$ cat src/rtl/rtc_read_sequencer.sv
// rtl/rtc_read_sequencer.sv - RTC register burst reader driving a multiplexed address/data bus
module rtc_read_sequencer #(
  parameter int         N_READS = 11,
  parameter logic [7:0] T_LAST  = 8'h2F
) (
  input  logic       clk,
  input  logic       reset,
  input  logic       start,
  input  logic [7:0] ad_in,
  output logic [7:0] ad_out,
  output logic       ad_oe,
  output logic       cs_n,
  output logic       rd_n,
  output logic       wr_n,
  output logic       a_d,
  output logic [7:0] data_vga,
  output logic [7:0] contador,
  output logic       Read,
  output logic       IndicadorMaquina,
  output logic [7:0] address,
  output logic       done
);

  typedef enum logic [1:0] {IDLE, XFER, DONE} state_t;

  localparam int             IW       = (N_READS > 1) ? $clog2(N_READS) : 1;
  localparam logic [IW-1:0]  LAST_IDX = IW'(N_READS - 1);
  localparam logic [7:0]     ADDR_TBL [0:10] = '{8'h21, 8'h22, 8'h23, 8'h24, 8'h25, 8'h26,
                                                 8'h27, 8'h28, 8'h41, 8'h42, 8'h43};

  state_t        state, state_nxt;
  logic [7:0]    cont_nxt, addr_nxt;
  logic [IW-1:0] index, index_nxt, idx_inc;

  logic [7:0] ad_out_d;
  logic       ad_oe_d, cs_n_d, rd_n_d, wr_n_d, a_d_d, read_d;
  logic       xfer_nxt, wr_ph, rd_ph;

  always_ff @(posedge clk) begin
    if (reset) begin
      state    <= IDLE;
      contador <= 8'h00;
      index    <= '0;
      address  <= 8'h00;
    end else begin
      state    <= state_nxt;
      contador <= cont_nxt;
      index    <= index_nxt;
      address  <= addr_nxt;
    end
  end

  always_comb begin
    state_nxt = state;
    cont_nxt  = contador;
    index_nxt = index;
    addr_nxt  = address;
    idx_inc   = index + 1'b1;
    case (state)
      IDLE: begin
        cont_nxt = 8'h00;
        if (start) begin
          state_nxt = XFER;
          index_nxt = '0;
          addr_nxt  = ADDR_TBL[0];
        end
      end
      XFER: begin
        if (contador == T_LAST) begin
          cont_nxt = 8'h00;
          if (index == LAST_IDX) begin
            state_nxt = DONE;
          end else begin
            index_nxt = idx_inc;
            addr_nxt  = ADDR_TBL[idx_inc];
          end
        end else begin
          cont_nxt = contador + 8'd1;
        end
      end
      DONE: begin
        state_nxt = IDLE;
        cont_nxt  = 8'h00;
      end
      default: begin
        state_nxt = IDLE;
        cont_nxt  = 8'h00;
      end
    endcase
  end

  // Bus phases decode the upcoming counter value so the registered strobes
  // change on the same edge that contador enters each range.
  always_comb begin
    xfer_nxt = (state_nxt == XFER);
    wr_ph    = xfer_nxt && (cont_nxt >= 8'h04) && (cont_nxt <= 8'h0B);
    rd_ph    = xfer_nxt && (cont_nxt >= 8'h12) && (cont_nxt <= 8'h1F);
    cs_n_d   = !(wr_ph || rd_ph);
    wr_n_d   = !wr_ph;
    rd_n_d   = !rd_ph;
    a_d_d    = !wr_ph;
    ad_oe_d  = wr_ph;
    ad_out_d = wr_ph ? addr_nxt : 8'h00;
    read_d   = xfer_nxt && (cont_nxt >= 8'h12) && (cont_nxt <= 8'h26);
  end

  always_ff @(posedge clk) begin
    if (reset) begin
      cs_n     <= 1'b1;
      rd_n     <= 1'b1;
      wr_n     <= 1'b1;
      a_d      <= 1'b1;
      ad_oe    <= 1'b0;
      ad_out   <= 8'h00;
      Read     <= 1'b0;
      data_vga <= 8'h00;
    end else begin
      cs_n   <= cs_n_d;
      rd_n   <= rd_n_d;
      wr_n   <= wr_n_d;
      a_d    <= a_d_d;
      ad_oe  <= ad_oe_d;
      ad_out <= ad_out_d;
      Read   <= read_d;
      if (state == XFER && contador == 8'h16)
        data_vga <= ad_in;
    end
  end

  assign IndicadorMaquina = (state == XFER);
  assign done             = (state == DONE);

endmodule

$ cat config.mk
export PLATFORM = sky130hd
export DESIGN_NAME = rtc_read_sequencer
export DESIGN_NICKNAME = d
export VERILOG_FILES = /design/src/rtl/rtc_read_sequencer.sv
export SDC_FILE = /design/constraint.sdc
export NUM_CORES = 1
export LEC_CHECK = 0
export ABC_CLOCK_PERIOD_IN_PS = 2350
export BUFFER_PORTS_ARGS = -buffer_cell sky130_fd_sc_hd__buf_2
export CAP_MARGIN = 25
export CORE_AREA = 2 2 64 66
export DETAILED_ROUTE_END_ITERATION = 16
export DIE_AREA = 0 0 66 68
export PLACE_DENSITY_LB_ADDON = 0.15
export SLEW_MARGIN = 40
export SYNTH_ARGS = -nofsm -noshare
export SYNTH_HDL_FRONTEND = slang
export SYNTH_SLANG_ARGS = --single-unit
$ cat constraint.sdc
create_clock -name clk -period 2.35 [get_ports clk]
set_input_delay 0 -clock clk [delete_from_list [all_inputs] [get_ports clk]]
set_output_delay 0 -clock clk [all_outputs]
set_load 0.005 [all_outputs]
# == Word-level counts from Yosys, hierarchy flattened ==
# Memory sizes are Yosys's and may differ from the RTL's.
# Index checks and enable logic that the tools add are counted.
# totals
regBits,43
latch_bits,0
ramBits,0
romBits,128
in_bits,11
output_inout_bits,40
word_cells,61
mem_count,1
# op_classes
n_addsub,2
n_mul,0
div_mod_pow,0
magnitude_cmp,6
n_eq_ne,9
shifts,0
mux,16
n_bitwise,2
reduce_logical,14
# memory_table
memory,words,word_bits,rd,rd_clocked_by_memory_dff,wr,line_no,source
(no name shown),16,8,1,0,0,75,addr_nxt = ADDR_TBL[idx_inc];
# ops
cell,count
$mux W8,7
$pmux W8 S2,1
$mux W4,3
$add A8 B1 Y8 const B,1
$eq A8 B5 Y1 const B,1
$eq A8 B6 Y1 const B,1
$ge A8 B3 Y1 const B,1
$ge A8 B5 Y1 const B,1
$le A8 B4 Y1 const B,1
$le A8 B5 Y1 const B,1
$le A8 B6 Y1 const B,1
$pmux W4 S2,1
$logic_and A1 B1 Y1,6
$mux W2,3
$ge A5 B5 Y1 const B,1
$not A4 Y5,1
$add A4 B1 Y4 const B,1
$eq A2 B1 Y1 const B,2
$eq A4 B4 Y1 const B,1
$ne A2 B2 Y1 const B,2
$pmux W2 S2,1
$reduce_and A4 Y1,1
$logic_not A1 Y1,3
$eq A2 B2 Y1 const B,1
other kinds (6),6

# == Longest topological paths before layout ==
# depth
word_depth,9
depth_mapped,8
depth_no_buf,7

# == Worst setup path after synthesis ==
# No wires, ideal clock.
# synth_path
kind,reg-to-reg
from,register contador[0]
to,register rd_n
setup_ns,0.120
t_arrival_ns,1.875
t_required_ns,2.230
path_slack_ns,0.355
stages_incl_launch_ff,8
path_buffers,1
cell_sequence,dfxtp_1 ha_1 and3_1 clkbuf_1 a21oi_2 a21boi_1 a311o_1 or2_1
# synth_between
elab_chain_len,7
word_cells_on_any_way,12
classes_between,add/sub: 1; order compare: 2; eq/ne: 2; mux: 4; reduce/logical: 3
# synth_lines
element,line_no,source
from (decl),17,"output logic [7:0] contador,"
from (signal assigned),47,contador <= cont_nxt;
$add A8 B1 Y8 / $eq A8 B6 Y1 (equally long branches),"78, 69",
$mux W8 / $mux W2 (equally long branches),69,if (contador == T_LAST) begin
$mux W8 / $pmux W2 S2 (equally long branches),59,case (state)
$ge A8 B5 Y1 / $eq A2 B1 Y1 (equally long branches),"97, 95",
$logic_and A1 B1 Y1,97,rd_ph = xfer_nxt && (cont_nxt >= 8'h12) && (cont_nxt <= 8'h1F);
$logic_and A1 B1 Y1 *,97,
$logic_not A1 Y1 *,100,rd_n_d = !rd_ph;
to (signal assigned),119,rd_n <= rd_n_d;
to (decl),13,"output logic rd_n,"
# Every way passes the cells marked *; elsewhere a longest branch is shown, timed or not.
# A chain may end at the register's enable or synchronous reset.

# == Worst setup path after layout ==
# layout_path
from,register contador[1]
to,register a_d
# layout_between
elab_chain_len,7
word_cells_on_any_way,12
classes_between,add/sub: 1; order compare: 2; eq/ne: 2; mux: 4; reduce/logical: 3
# layout_lines
element,line_no,source
$add A8 B1 Y8 / $eq A8 B6 Y1 (equally long branches),"78, 69",
$mux W8 / $mux W2 (equally long branches),69,
$mux W8 / $pmux W2 S2 (equally long branches),59,
$ge A8 B3 Y1 / $eq A2 B1 Y1 (equally long branches),"96, 95",
$logic_and A1 B1 Y1,96,wr_ph = xfer_nxt && (cont_nxt >= 8'h04) && (cont_nxt <= 8'h0B);
$logic_and A1 B1 Y1 *,96,
$logic_not A1 Y1 *,101,a_d_d = !wr_ph;
to (signal assigned),112,a_d <= 1'b1;
to (signal assigned),121,a_d <= a_d_d;
to (decl),15,"output logic a_d,"
# Marks and branches as above.

==> results.json <==
{
  "run_status": "completed",
  "path_clk_slew_ns": 0.08,
  "route.final.wire_length_um": 4414,
  "grt_setup_unrepaired": "no",
  "total_congestion_overflow_after_global_routing": 0,
  "grt_use_met3": 0.05592,
  "cts.sink_count": 43,
  "yosys-top-cells-area": "dfxtp_1, mux2i_1, ha_1",
  "worstReg2RegStart": "contador[1]",
  "grtUsageMet2": 0.3434,
  "post_synth.cell_area_avg_um2": 9.135,
  "finClkSkew_ns": 0.007456,
  "setup_crit_end_kind": "flop",
  "syn_nets": 223,
  "min_path_type": "input port to flop",
  "slew_violations": 0,
  "critical_path.n_buffers_inverters": 0,
  "cp_top_delay_family": "simple AND/OR/NAND/NOR gates",
  "ys_seq_area_frac": 0.4574,
  "ir_drop_mv": 0.4479,
  "fp.dieH_um": 68,
  "final-setup-viol-count": 0,
  "yosys_warnings": 0,
  "max_slew.worst_pin.slew_ns": 0.5740,
  "critPathKind": "flop to flop",
  "final-seq-area_um2": 862.1,
  "tritoncts": "yes",
  "wp_data_required_ns": 2.54,
  "core_area_um2": 3856,
  "clock_root_buffer": "clkbuf_8",
  "syn_inst": 206,
  "place.detailed.hpwl_um": 3040,
  "syn_area_um2": 1882,
  "yosysTopAreaCell": "dfxtp_1",
  "io_buffers": 50,
  "vias": 1687,
  "clock_latency_at_the_later_pin_of_the_worst_skew_pair_ns": 0.30,
  "drtIter0Drc": 94,
  "grt.total_usage": 0.2103,
  "met1_capacity_usage_during_global_routing": 0.2654,
  "final_total_negative_setup_slack_ns": 0,
  "grt_start_max_net_pins": 31,
  "fraction_of_final_layout_cells_with_drive_strength_greater_than_1": 0.2604,
  "placement_rows": 23,
  "via_per_inst": 5.356,
  "detail_route.first_pass.iterations": 4,
  "grt_pass1_wl_um": 7065,
  "fmaxAchievable_ghz": 0.4622,
  "crit_path_max_fanout": 10,
  "start_util": 0.4880,
  "nNetsFinal": 281,
  "cap_viol_max_count": 0,
  "post-cts-setup-buffer-count": 0,
  "power.leakage_nw": 1.025,
  "h-tree-depth": 2,
  "area_of_combinational_cells_with_multiple_inputs_um2": 958.4,
  "fillCellCount": 345,
  "final_hold_viol_count": 0,
  "critical_path.slowest_cell": "dfxtp_1",
  "ant_nets": 0,
  "finalWeightedCongestion": 0.8707,
  "drt-wirelength-per-cell_um": 14.01,
  "grt_antenna_before_repair": 0,
  "layout.core_utilization": 0.6123,
  "via_count_of_the_first_global_routing_pass": 1508,
  "crit_path_start_kind": "flop",
  "tritoncts.num_buffers": 5,
  "die_w_um": 66,
  "arrival_time_at_the_worst_endpoint_ns": 2.36,
  "timing.critical_path.cells": "ha_2, and3_1, a21oi_2, o21ai_1, nand3_1, or2_2",
  "grt-busiest-layer": "met2",
  "areaGrowthSynthToFinish_pct": 25.47,
  "startpoint_of_the_lowest_slack_hold_path": "reset",
  "remaining_routing_drc_violations": 0,
  "ioPinCount": 51,
  "die_area_um2": 4488,
  "synth_top_area_share": 0.4574,
  "regToRegSetupSlack_ns": 0.19,
  "critical-path-max-stage-delay_ns": 0.49,
  "crit_path_start": "contador[1]",
  "power_per_cell_area_nw_per_um2": 562.6,
  "period_minus_ws_final_ns": 2.164,
  "number_of_storage_elements_in_the_synthesis_netlist": 43,
  "worst_slew_slack_as_a_fraction_of_its_limit": 0.6174,
  "clockBufferDepth": 2,
  "post_synth_num_cell_types": 47,
  "final.period_utilization": 0.9207,
  "antenna-diode-count": 0
}
## power by group
group / internal [W] / switching (W) / total [W]
sequential: 0.000735 / 0.00000968 / 0.000745
combinational: 0.0000345 / 0.0000472 / 0.0000817
clock: 0.000240 / 0.000262 / 0.000502
## kinds of logic after synthesis
kind of cell | after synthesis | share of synthesized area
multiplexers | 8 | 0.04255
AND/OR/NAND/NOR | 82 | 0.2380
XOR/XNOR | 5 | 0.02327
adder cells (fa/ha/maj) | 6 | 0.03989
buffers and inverters | 17 | 0.03923
AO/OA/AOI/OAI | 45 | 0.1596
flip-flops | 43 | 0.4574
## synth_stat cells, drive strengths merged
library cell and instances:
and2 2, buf 7, nor3b 3, xnor2 1
or2 3, o31ai 1, or3 2, ha 6
dfxtp 43, o2111a 1, o21bai 1, nor4 2
xor2 4, nor3 7, a311o 1, o2111ai 3
a21oi 13, a211oi 2, inv 7, nor2b 8
nand3 8, nor2 20, nor4b 1, o21a 2
o211a 1, clkbuf 3, a21boi 2, and3 1
nand4 5, mux2i 8, nand2 12, a31oi 1
nand2b 4, and4 1, o21ai 11, a21o 2
o2bb2ai 2, a22oi 1, nand3b 3, a211o 1
## flip-flops by register name (all words and copies together), names as in the netlist, 2 cells and up
name	count
index	4
contador	8
ad_out	8
data_vga	8
state	2
address	8
## layer usage
layer | vias up | share of wire
met5 | - | 0
met4 | 0 | 0.016
met3 | 8 | 0.064
met2 | 50 | 0.46
met1 | 781 | 0.46
li1 | 848 | -
## placed cells by master, fill, tap and decap left out, drive strengths merged, types with 4 or more instances in the layout
master       netlist  layout
xor2               4       4
inv                7       7
nor2              20      20
dlygate4sd3        0       8
nand2             12      12
nor2b              8       8
nor3               7       7
mux2i              8       8
nand2b             4       4
a21oi             13      13
o21ai             11      11
buf                7      53
ha                 6       6
dfxtp             43      43
nand4              5       5
clkbuf             3       6
nand3              8       8
## stage by stage
stage / setup slack (ns) / hold slack (ns) / cell area [um2] / power, W / cells
floorplan: 0.3554 / 0.08425 / 1882 / 0.0008046 / 206
global placement: 0.2505 / 0.2282 / 2170 / 0.0008318 / 299
detailed placement: 0.1695 / 0.2390 / 2170 / 0.0008324 / 299
CTS: 0.1587 / 0.1674 / 2349 / 0.001336 / 315
global route: 0.04076 / 0.2065 / 2361 / 0.001373 / 315
finish: 0.1865 / 0.1796 / 2361 / 0.001328 / 315
## area by class of cell
cell class	instances	share of cell area
Multi-Input combinational cell	146	0.4059
Sequential cell	43	0.3651
Timing Repair Buffer	61	0.1494
Clock buffer	6	0.03498
Tap cell	50	0.02650
Inverter	7	0.01113
Clock inverter	2	0.006889
## worst reg2reg max path, delay by kind of cell, from the launching register on
family,cells,cell delay [ns]
AO/OA/AOI/OAI,2,0.42
adder cells (fa/ha/maj),1,0.31
flip-flops,1,0.49
AND/OR/NAND/NOR,3,0.85
## final timing paths
| kind | endpoint | depth (start not counted) |
|---|---|---|
| min | data_vga[0] | 2 |
| max | a_d | 6 |
| min reg2reg | address[4] | 1 |
| max reg2reg | a_d | 6 |
## timing repair
item	CTS	global route
resized for setup	0	3
hold buffers	8	0
setup endpoints to repair	0	1
hold endpoints to repair	8	0
No activity file was read; power rests on OpenSTA's default activity.
